File: src/rtl/quant_coeff_loader_pkg.sv
// rtl/quant_coeff_loader_pkg.sv - command/status field positions, widths and FSM states
package quant_coeff_loader_pkg;

    localparam int CMD_TOGGLE_BIT = 31;
    localparam int CMD_FILL_BIT   = 30;
    localparam int CMD_CLR_BIT    = 29;
    localparam int CMD_CNT_LSB    = 16;
    localparam int FILL_W         = 12;

    localparam int ST_BUSY_BIT    = 31;
    localparam int ST_OVR_BIT     = 30;
    localparam int ST_WAIT_BIT    = 29;
    localparam int ST_VFAIL_BIT   = 28;
    localparam int CNT_W          = 16;

    typedef enum logic [1:0] {
        ST_IDLE      = 2'd0,
        ST_WAIT_SYNC = 2'd1,
        ST_WRITE     = 2'd2,
        ST_VERIFY    = 2'd3
    } state_e;

    function automatic logic [31:0] pack_status(input logic busy,
                                                input logic ovr,
                                                input logic waiting,
                                                input logic vfail,
                                                input logic [CNT_W-1:0] cnt);
        logic [31:0] s;
        s               = '0;
        s[ST_BUSY_BIT]  = busy;
        s[ST_OVR_BIT]   = ovr;
        s[ST_WAIT_BIT]  = waiting;
        s[ST_VFAIL_BIT] = vfail;
        s[CNT_W-1:0]    = cnt;
        return s;
    endfunction

endpackage

File: src/rtl/quant_coeff_loader_cmd_sync.sv
// rtl/quant_coeff_loader_cmd_sync.sv - quant_cmd_sync: register software words, detect commit toggle
module quant_cmd_sync
    import quant_coeff_loader_pkg::*;
#(
    parameter int ADDR_W = 10,
    parameter int COEF_W = 18
) (
    input  logic              user_clk,
    input  logic              user_rst,
    input  logic [31:0]       cmd_reg,
    input  logic [31:0]       data_reg,
    output logic              commit,
    output logic              fill,
    output logic              clr,
    output logic [FILL_W-1:0] fill_cnt,
    output logic [ADDR_W-1:0] addr,
    output logic [COEF_W-1:0] data
);

    logic [31:0] cmd_q, cmd_d;
    logic [31:0] data_q, data_d;
    logic        tog_q, tog_d;
    logic        unused_bits;

    always_comb begin
        cmd_d  = cmd_reg;
        data_d = data_reg;
        tog_d  = cmd_q[CMD_TOGGLE_BIT];
    end

    // Last-seen toggle tracks the raw input during reset so release never looks like a commit.
    always_ff @(posedge user_clk) begin
        cmd_q  <= cmd_d;
        data_q <= data_d;
        if (user_rst) begin
            tog_q <= cmd_reg[CMD_TOGGLE_BIT];
        end else begin
            tog_q <= tog_d;
        end
    end

    assign commit      = cmd_q[CMD_TOGGLE_BIT] ^ tog_q;
    assign fill        = cmd_q[CMD_FILL_BIT];
    assign clr         = cmd_q[CMD_CLR_BIT];
    assign fill_cnt    = cmd_q[CMD_CNT_LSB +: FILL_W];
    assign addr        = cmd_q[ADDR_W-1:0];
    assign data        = data_q[COEF_W-1:0];
    assign unused_bits = ^{cmd_q, data_q};

endmodule

File: src/rtl/quant_coeff_loader.sv
// rtl/quant_coeff_loader.sv - coefficient BRAM write sequencer; optional readback check via QUANT_COEFF_LOADER_VERIFY_EN
module quant_coeff_loader
    import quant_coeff_loader_pkg::*;
#(
    parameter int ADDR_W    = 10,
    parameter int COEF_W    = 18,
    parameter int SYNC_GATE = 1
) (
    input  logic              user_clk,
    input  logic              user_rst,
    input  logic [31:0]       cmd_reg,
    input  logic [31:0]       data_reg,
    input  logic              sync_in,
`ifdef QUANT_COEFF_LOADER_VERIFY_EN
    input  logic [COEF_W-1:0] ram_dout,
`endif
    output logic              ram_we,
    output logic [ADDR_W-1:0] ram_addr,
    output logic [COEF_W-1:0] ram_din,
    output logic [31:0]       status_out
);

    logic              commit, c_fill, c_clr;
    logic [FILL_W-1:0] c_cnt;
    logic [ADDR_W-1:0] c_addr;
    logic [COEF_W-1:0] c_data;

    state_e            state_q, state_d;
    logic [ADDR_W-1:0] addr_q, addr_d;
    logic [COEF_W-1:0] coef_q, coef_d;
    logic [FILL_W-1:0] rem_q, rem_d;
    logic [CNT_W-1:0]  cnt_q, cnt_d;
    logic              ovr_q, ovr_d;
    logic              ram_we_q, ram_we_d;
    logic [ADDR_W-1:0] ram_addr_q, ram_addr_d;
    logic [COEF_W-1:0] ram_din_q, ram_din_d;
    logic [31:0]       status_q, status_d;
    logic              vfail_flag;

`ifdef QUANT_COEFF_LOADER_VERIFY_EN
    logic vfail_q, vfail_d;
    logic vcnt_q, vcnt_d;
    logic cmp_q, cmp_d;
    assign vfail_flag = vfail_q;
`else
    assign vfail_flag = 1'b0;
`endif

    quant_cmd_sync #(
        .ADDR_W (ADDR_W),
        .COEF_W (COEF_W)
    ) u_cmd_sync (
        .user_clk (user_clk),
        .user_rst (user_rst),
        .cmd_reg  (cmd_reg),
        .data_reg (data_reg),
        .commit   (commit),
        .fill     (c_fill),
        .clr      (c_clr),
        .fill_cnt (c_cnt),
        .addr     (c_addr),
        .data     (c_data)
    );

    always_comb begin
        state_d    = state_q;
        addr_d     = addr_q;
        coef_d     = coef_q;
        rem_d      = rem_q;
        cnt_d      = cnt_q;
        ovr_d      = ovr_q;
        ram_we_d   = 1'b0;
        ram_addr_d = ram_addr_q;
        ram_din_d  = ram_din_q;
`ifdef QUANT_COEFF_LOADER_VERIFY_EN
        vfail_d    = vfail_q;
        vcnt_d     = vcnt_q;
        cmp_d      = 1'b0;
        if (cmp_q && (ram_dout != coef_q)) begin
            vfail_d = 1'b1;
        end
`endif

        // Commits are only accepted when idle; anything else is dropped and flagged.
        if (commit) begin
            if (state_q == ST_IDLE) begin
                addr_d  = c_addr;
                coef_d  = c_data;
                rem_d   = c_fill ? c_cnt : '0;
                state_d = (SYNC_GATE != 0) ? ST_WAIT_SYNC : ST_WRITE;
                if (c_clr) begin
                    ovr_d = 1'b0;
`ifdef QUANT_COEFF_LOADER_VERIFY_EN
                    vfail_d = 1'b0;
`endif
                end
            end else begin
                ovr_d = 1'b1;
            end
        end

        case (state_q)
            ST_IDLE: begin
            end
            ST_WAIT_SYNC: begin
                if (sync_in) begin
                    state_d = ST_WRITE;
                end
            end
            ST_WRITE: begin
                ram_we_d   = 1'b1;
                ram_addr_d = addr_q;
                ram_din_d  = coef_q;
                addr_d     = addr_q + ADDR_W'(1);
                if (rem_q == '0) begin
                    cnt_d = cnt_q + CNT_W'(1);
`ifdef QUANT_COEFF_LOADER_VERIFY_EN
                    state_d = ST_VERIFY;
                    vcnt_d  = 1'b0;
`else
                    state_d = ST_IDLE;
`endif
                end else begin
                    rem_d = rem_q - FILL_W'(1);
                end
            end
`ifdef QUANT_COEFF_LOADER_VERIFY_EN
            // Two read cycles at the last address; the compare strobe lands when BRAM data is valid.
            ST_VERIFY: begin
                ram_addr_d = addr_q - ADDR_W'(1);
                vcnt_d     = 1'b1;
                if (vcnt_q) begin
                    state_d = ST_IDLE;
                    cmp_d   = 1'b1;
                end
            end
`endif
            default: begin
                state_d = ST_IDLE;
            end
        endcase

        status_d = pack_status(state_q != ST_IDLE, ovr_q,
                               state_q == ST_WAIT_SYNC, vfail_flag, cnt_q);
    end

    always_ff @(posedge user_clk) begin
        if (user_rst) begin
            state_q    <= ST_IDLE;
            addr_q     <= '0;
            coef_q     <= '0;
            rem_q      <= '0;
            cnt_q      <= '0;
            ovr_q      <= 1'b0;
            ram_we_q   <= 1'b0;
            ram_addr_q <= '0;
            ram_din_q  <= '0;
            status_q   <= '0;
`ifdef QUANT_COEFF_LOADER_VERIFY_EN
            vfail_q    <= 1'b0;
            vcnt_q     <= 1'b0;
            cmp_q      <= 1'b0;
`endif
        end else begin
            state_q    <= state_d;
            addr_q     <= addr_d;
            coef_q     <= coef_d;
            rem_q      <= rem_d;
            cnt_q      <= cnt_d;
            ovr_q      <= ovr_d;
            ram_we_q   <= ram_we_d;
            ram_addr_q <= ram_addr_d;
            ram_din_q  <= ram_din_d;
            status_q   <= status_d;
`ifdef QUANT_COEFF_LOADER_VERIFY_EN
            vfail_q    <= vfail_d;
            vcnt_q     <= vcnt_d;
            cmp_q      <= cmp_d;
`endif
        end
    end

    assign ram_we     = ram_we_q;
    assign ram_addr   = ram_addr_q;
    assign ram_din    = ram_din_q;
    assign status_out = status_q;

endmodule

File: config.mk
export PLATFORM = sky130hd
export DESIGN_NAME = quant_coeff_loader
export DESIGN_NICKNAME = d
export VERILOG_FILES = /design/src/rtl/quant_coeff_loader_pkg.sv /design/src/rtl/quant_coeff_loader_cmd_sync.sv /design/src/rtl/quant_coeff_loader.sv
export SDC_FILE = /design/constraint.sdc
export NUM_CORES = 1
export LEC_CHECK = 0
export BUFFER_PORTS_ARGS = -buffer_cell sky130_fd_sc_hd__buf_2
export CAP_MARGIN = 20
export CORE_ASPECT_RATIO = 0.9
export CORE_MARGIN = 2
export CORE_UTILIZATION = 53
export DETAILED_ROUTE_END_ITERATION = 8
export GPL_TIMING_DRIVEN = 0
export PLACE_DENSITY = 0.87
export SETUP_SLACK_MARGIN = 0.4
export SLEW_MARGIN = 20
export SYNTH_ARGS = -nofsm -noshare
export SYNTH_HDL_FRONTEND = slang
export SYNTH_SLANG_ARGS = --single-unit
File: constraint.sdc
create_clock -name user_clk -period 2.6 [get_ports user_clk]
set_input_delay 0.13 -clock user_clk [delete_from_list [all_inputs] [get_ports user_clk]]
set_output_delay 0.13 -clock user_clk [all_outputs]
set_load 0.005 [all_outputs]
==> results of run 1 <==
==> Yosys cell counts (5+ instances only) <==
master,n
nand4_1,7
dfxtp_1,151
clkbuf_1,19
mux2_2,9
nor2b_1,17
o22ai_1,5
a31oi_1,11
nor3_1,15
o21ai_0,6
a21oi_1,56
nor2_1,28
or3_1,5
o211ai_1,5
nand3_1,15
buf_2,8
buf_4,13
nand2_1,117
mux2_1,6
inv_1,9
==> worst max-delay path: cells and delay by family, from the launching register on <==
kind | cells | cell delay (ns)
AOI/OAI and AO/OA | 2 | 0.47
buffers and inverters | 2 | 0.76
DFF | 1 | 0.33
and+or+nand+nor | 2 | 0.48
==> how the worst max path moves through the flow <==
| stage | to | slack (ns) |
|---|---|---|
| after floorplan | cnt_q[13] | 0.79 |
| after global placement | cnt_q[13] | 0.61 |
| after detailed placement | cnt_q[14] | 0.55 |
| after CTS | cnt_q[9] | 0.47 |
| after global routing | addr_q[9] | 0.40 |
| final | addr_q[7] | 0.47 |
==> cells by family after synthesis <==
family                     share of synthesized area (%)
and+or+nand+nor                                    20.74
DFF                                                56.75
AOI/OAI and AO/OA                                  12.24
buffers and inverters                              5.050
muxes                                              3.547
adders and majority gates                         0.9397
xor gates and xnor gates                          0.6579
other                                            0.07040
==> registers in the layout, summed over array words and instances, names as in the netlist <==
name	count
addr_q	10
cnt_q	16
coef_q	18
ovr_q	1
ram_addr	10
ram_din	18
ram_we	1
rem_q	12
state_q	2
status_out	19
u_cmd_sync.cmd_q	25
u_cmd_sync.data_q	18
u_cmd_sync.tog_q	1
==> layout make-up <==
cell class | count | share of cell area [%]
plain buffers | 45 | 3.333
clock buffers | 22 | 6.701
clock inverters | 9 | 1.968
inverters | 9 | 0.4786
multi-input cells | 375 | 29.59
flip-flops and latches | 151 | 42.83
well taps | 126 | 2.234
repair buffers | 137 | 12.87
==> routing by layer <==
metal / vias to the layer above / global-route usage [%]
met3: 62 / 6.619
met5: - / 0
li1: 2272 / -
met2: 265 / 44.40
met4: 0 / 10.81
met1: 2214 / 31.65
==> power breakdown <==
part | switching [mW] | leakage [nW] | internal, mW
sequential | 0.0953 | 1.24 | 2.44
clock | 0.951 | 0.291 | 1.57
combinational | 0.448 | 1.43 | 0.298
==> what timing repair did <==
action	4_1_cts	5_1_grt
setup endpoints to repair	0	2
hold buffers	44	0
endpoints found under the hold margin	45	0
gates resized for setup	0	1
buffers inserted	0	1
==> flow_metrics.env, run 1 <==
export IMPL_cts_tree="built"
export IMPL_fin_ws_ns=0.4734
export IMPL_vias=4813
export IMPL_hpwl_um=8551
export IMPL_max_stage_delay_ns=0.45
export IMPL_cp_startpoint="state_q[0]"
export IMPL_reg2reg_depth=6
export IMPL_firstDrtPassIters=7
export IMPL_crit_top_cell="clkbuf_1"
export IMPL_place_congestion=0.9354
export IMPL_ant_nets=0
export IMPL_grt_pass1_wl_um=22220
export IMPL_cts_buffer_depth=2
export IMPL_required_ns=3.04
export IMPL_ir_drop_mv=0.5483
export IMPL_synth_area_per_cell_um2=9.377
export IMPL_synth_yosys_warnings=0
export IMPL_worstMarginPinSlew_ns=0.6460
export IMPL_synth_seq_cells=151
export IMPL_numClockSinks=151
export IMPL_ys_top_cells_by_area="dfxtp_1 (57%), nand2_1 (8.2%), a21oi_1 (5.3%)"
export IMPL_crit_arrival_ns=2.57
export IMPL_powerDensity_mw_per_mm2=821.5
export IMPL_skew_ns=0.007930
export IMPL_r2r_slack_ns=0.47
export IMPL_core_mm2=0.009742
export IMPL_dr_max_layer_used="met4"
export IMPL_synth_top_cell_area_share_pct=56.75
export IMPL_hold_violations=0
export IMPL_hold_depth=2
export IMPL_crit_chain="clkbuf_1, nor2_1, nand2_1, clkbuf_1, o211ai_1, a31oi_1"
export IMPL_clk_pin_slew_ns=0.06
export IMPL_hp_class="in2reg"
export IMPL_syn_area_mm2=0.005326
export IMPL_ios=128
export IMPL_post_route_period_util_pct=81.79
export IMPL_seq_area_mm2=0.003023
export IMPL_synthFlopType="dfxtp_1"
export IMPL_final_core_util_pct=72.45
export IMPL_wl_met3_um=1072
export IMPL_design_area_mm2=0.007058
export IMPL_grt_max_degree=17
export IMPL_path_class="reg2reg"
export IMPL_cts_made_buffers=17
export IMPL_grt_pass1_vias=4636
export IMPL_area_delta_synth_final_pct=32.51
export IMPL_synth_top_area_cell="dfxtp_1"
export IMPL_drive_gt1_share_pct=21.52
export IMPL_synth_cells=568
export IMPL_num_antenna_cells=0
export IMPL_die_y_um=99.11
export IMPL_path_max_fanout=10
export IMPL_drt_initial_drc_count=390
export IMPL_portBuffers=92
export IMPL_total_power_mw=5.798
export IMPL_viasPerCell=5.507
export IMPL_yosysUniqueCellTypes=54
export IMPL_outcome="finished clean"
export IMPL_finalWirelength_um=13820
export IMPL_start_kind="register"
export IMPL_mostFrequentLayoutCells="dfxtp_1 (151), nand2_1 (117), buf_2 (100)"
export IMPL_period_needed_ns=2.127
export IMPL_hold_start="user_rst"
export IMPL_worst_path_max_delay_cell="clkbuf_1"
export IMPL_antenna_found_initial=0
export IMPL_nets=807
export IMPL_rsz0062_at_grt="no"
export IMPL_ys_seq_area_share_pct=56.75
export IMPL_clock_latency_ns=0.53
export IMPL_wl_met1_um=5437
export IMPL_synthArstFlopShare_pct=0
export IMPL_rows=34
export IMPL_nFillCells=658
export IMPL_worstReg2RegStart="state_q[0]"
export IMPL_grt_use_total_pct=26.21
export IMPL_layout_commonest_cell="dfxtp_1"
export IMPL_grt_overflow=0
export IMPL_placed_cell_area_mm2=0.005989
export IMPL_wl_met2_um=6815
export IMPL_die_area_mm2=0.01087
export IMPL_final_setup_viol_count=0
export IMPL_cp_end_kind="register"
export IMPL_fin_cells=874
export IMPL_drcViolationCount=0
export IMPL_start_util_pct=54.68
export IMPL_slew_headroom_pct=56.60
export IMPL_dp_slack_ns=0.5530
export IMPL_multi_input_area_mm2=0.002088
export IMPL_whs_endpoint="status_out[8]"
export IMPL_wl_per_cell_um=15.81
export IMPL_dp_cells=798
export IMPL_htreeDepth=4
export IMPL_root_buffer="clkbuf_8"
export IMPL_timing_setup_tns_ns=0
export IMPL_synth_edf_count=0
export IMPL_p_leak_nw=2.958
export IMPL_maxCapViolCount=0
export IMPL_final_max_slew_viol_count=0
export IMPL_die_width_um=109.7
export IMPL_whs_ns=0.05295
export IMPL_r2r_end="addr_q[7]"
export IMPL_fmax_mhz=470.2
Power figures use the tool's default switching activity.
==> run 2: changes to the inputs <==
==> constraint.sdc (replaced) <==
create_clock -name user_clk -period 2.1 [get_ports user_clk]
set_input_delay 0.105 -clock user_clk [delete_from_list [all_inputs] [get_ports user_clk]]
set_output_delay 0.105 -clock user_clk [all_outputs]
set_load 0.005 [all_outputs]
==> flow_metrics.env, run 2 (synthesis results as in run 1) <==
export IMPL_worstMarginPinSlew_ns=0.6458
export IMPL_numClockSinks=151
export IMPL_hold_start="user_rst"
export IMPL_required_ns=2.53
export IMPL_path_max_fanout=5
export IMPL_root_buffer="clkbuf_8"
export IMPL_nets=832
export IMPL_viasPerCell=6.176
export IMPL_cp_end_kind="register"
export IMPL_crit_path_end="cnt_q[7]"
export IMPL_antenna_found_initial=0
export IMPL_top_register="u_cmd_sync.cmd_q"
export IMPL_ios=128
export IMPL_core_mm2=0.009742
export IMPL_crit_buf_inv=2
export IMPL_hpwl_um=8778
export IMPL_crit_chain="nor4_4, buf_4, nand4_4, clkbuf_16, nor3_1, mux2_2"
export IMPL_rsz0062_at_grt="yes"
export IMPL_htreeDepth=4
export IMPL_nFillCells=533
export IMPL_rows=34
export IMPL_worst_path_max_delay_cell="mux2_2"
export IMPL_maxCapViolCount=0
export IMPL_reg2reg_depth=6
export IMPL_grt_pass1_vias=5146
export IMPL_num_antenna_cells=0
export IMPL_max_stage_delay_ns=0.38
export IMPL_die_area_mm2=0.01087
export IMPL_start_kind="register"
export IMPL_place_congestion=0.9175
export IMPL_worstReg2RegStart="rem_q[6]"
export IMPL_die_width_um=109.7
export IMPL_r2r_end="cnt_q[7]"
export IMPL_path_class="reg2reg"
export IMPL_timing_setup_tns_ns=0
export IMPL_crit_cells=6
export IMPL_cts_made_buffers=17
export IMPL_total_power_mw=7.733
export IMPL_cts_buffer_depth=2
export IMPL_portBuffers=92
export IMPL_final_max_slew_viol_count=0
export IMPL_r2r_slack_ns=0.06
export IMPL_final_setup_viol_count=0
export IMPL_grt_max_degree=17
export IMPL_die_y_um=99.11
export IMPL_drcViolationCount=0
export IMPL_grt_overflow=0
export IMPL_largest_reg_flops=25
export IMPL_mostFrequentLayoutCells="dfxtp_1 (138), nand2_1 (116), buf_2 (99)"
export IMPL_ir_drop_mv=0.6140
export IMPL_clk_pin_slew_ns=0.07
export IMPL_powerDensity_mw_per_mm2=1016
export IMPL_vias=5552
export IMPL_post_route_period_util_pct=97.14
export IMPL_cp_startpoint="rem_q[6]"
export IMPL_grt_use_total_pct=31.88
export IMPL_skew_ns=0.01480
export IMPL_hold_violations=0
export IMPL_start_util_pct=54.68
export IMPL_fmax_mhz=490.2
export IMPL_area_delta_synth_final_pct=42.92
export IMPL_grt_pass1_wl_um=26290
export IMPL_clock_latency_ns=0.55
export IMPL_drt_initial_drc_count=680
export IMPL_fin_cells=899
export IMPL_wl_per_cell_um=20.90
export IMPL_slew_headroom_pct=56.95
export IMPL_drive_gt1_share_pct=31.31
export IMPL_cp_top_family="simple AND/OR/NAND/NOR gates"
export IMPL_firstDrtPassIters=9
export IMPL_layout_commonest_cell="dfxtp_1"
export IMPL_crit_arrival_ns=2.47
export IMPL_ant_nets=0
export IMPL_cts_tree="built"
export IMPL_outcome="finished clean"
export IMPL_dp_cells=798
export IMPL_hp_class="in2reg"
export IMPL_finalWirelength_um=18790
export IMPL_p_leak_nw=3.272
export IMPL_period_needed_ns=2.040
run 2: cell types whose count changed in the layout (fill, tap and decap cells not counted), sizes merged:
cell,delta
buf,+25
clkinvlp,-2
clkinv,+5
inv,-1
clkbuf,-2
run 2: stage by stage:
step / util [%] / hold WS, ns / area, um^2 / setup WS (ns)
global placement: 61.62 / 0.2085 / 6003 / 0.1269
floorplan: - / 0.1327 / 5385 / 0.3514
finish: 78.14 / 0.1076 / 7612 / 0.06012
global route: 78.14 / 0.1167 / 7612 / -0.04727
detailed placement: 61.62 / 0.2086 / 6003 / 0.05046
CTS: 75.49 / 0.04797 / 7355 / 0.2005
run 2: worst min path at each step:
stage	cells past startpoint	slack, ns	endpoint
6_report	2	0.11	status_out[10]
3_3_place_gp	1	0.21	u_cmd_sync.cmd_q[29]
2_1_floorplan	0	0.13	u_cmd_sync.cmd_q[0]
5_1_grt	2	0.12	status_out[10]
3_5_place_dp	1	0.21	u_cmd_sync.cmd_q[25]
4_1_cts	2	0.05	status_out[15]
run 2: repair_timing:
| action | 4_1_cts | 5_1_grt |
|---|---|---|
| setup buffers | 10 | 15 |
| hold endpoints to repair | 46 | 0 |
| endpoints found under the setup margin | 80 | 83 |
| pin swaps | 11 | 9 |
| hold buffers | 44 | 0 |
| cloned | 1 | 0 |
| gates resized for setup | 57 | 48 |
run 2: where the power goes:
part | total [mW] | leakage [nW] | internal, mW | switching, mW
logic | 1.45 | 1.73 | 0.655 | 0.797
registers | 3.16 | 1.25 | 3.02 | 0.138
clock network | 3.12 | 0.291 | 1.87 | 1.25
run 2: area by class of cell:
type	instances	area, um^2	share of cell area, %
clock inverters	11	147.6	1.940
multi-input cells	375	2356	30.95
flip-flops and latches	151	3052	40.09
well taps	126	157.7	2.071
repair buffers	162	1137	14.94
clock buffers	20	445.4	5.851
plain buffers	45	282.8	3.715
inverters	9	33.78	0.4438
run 2: layer usage:
layer  wire, um  part of all wire, %  GRT usage (%)
met5          0                    0              0
met4       1694                  9.0          21.71
met2       8614                   46          51.38
met3       2089                   11          9.043
met1       6387                   34          36.49
run 2: worst reg2reg max path: cells and delay by family (launching register included):
family / cells / cell delay [ns]
flops: 1 / 0.36
buf+inv: 2 / 0.43
mux: 1 / 0.38
simple gates: 3 / 0.76
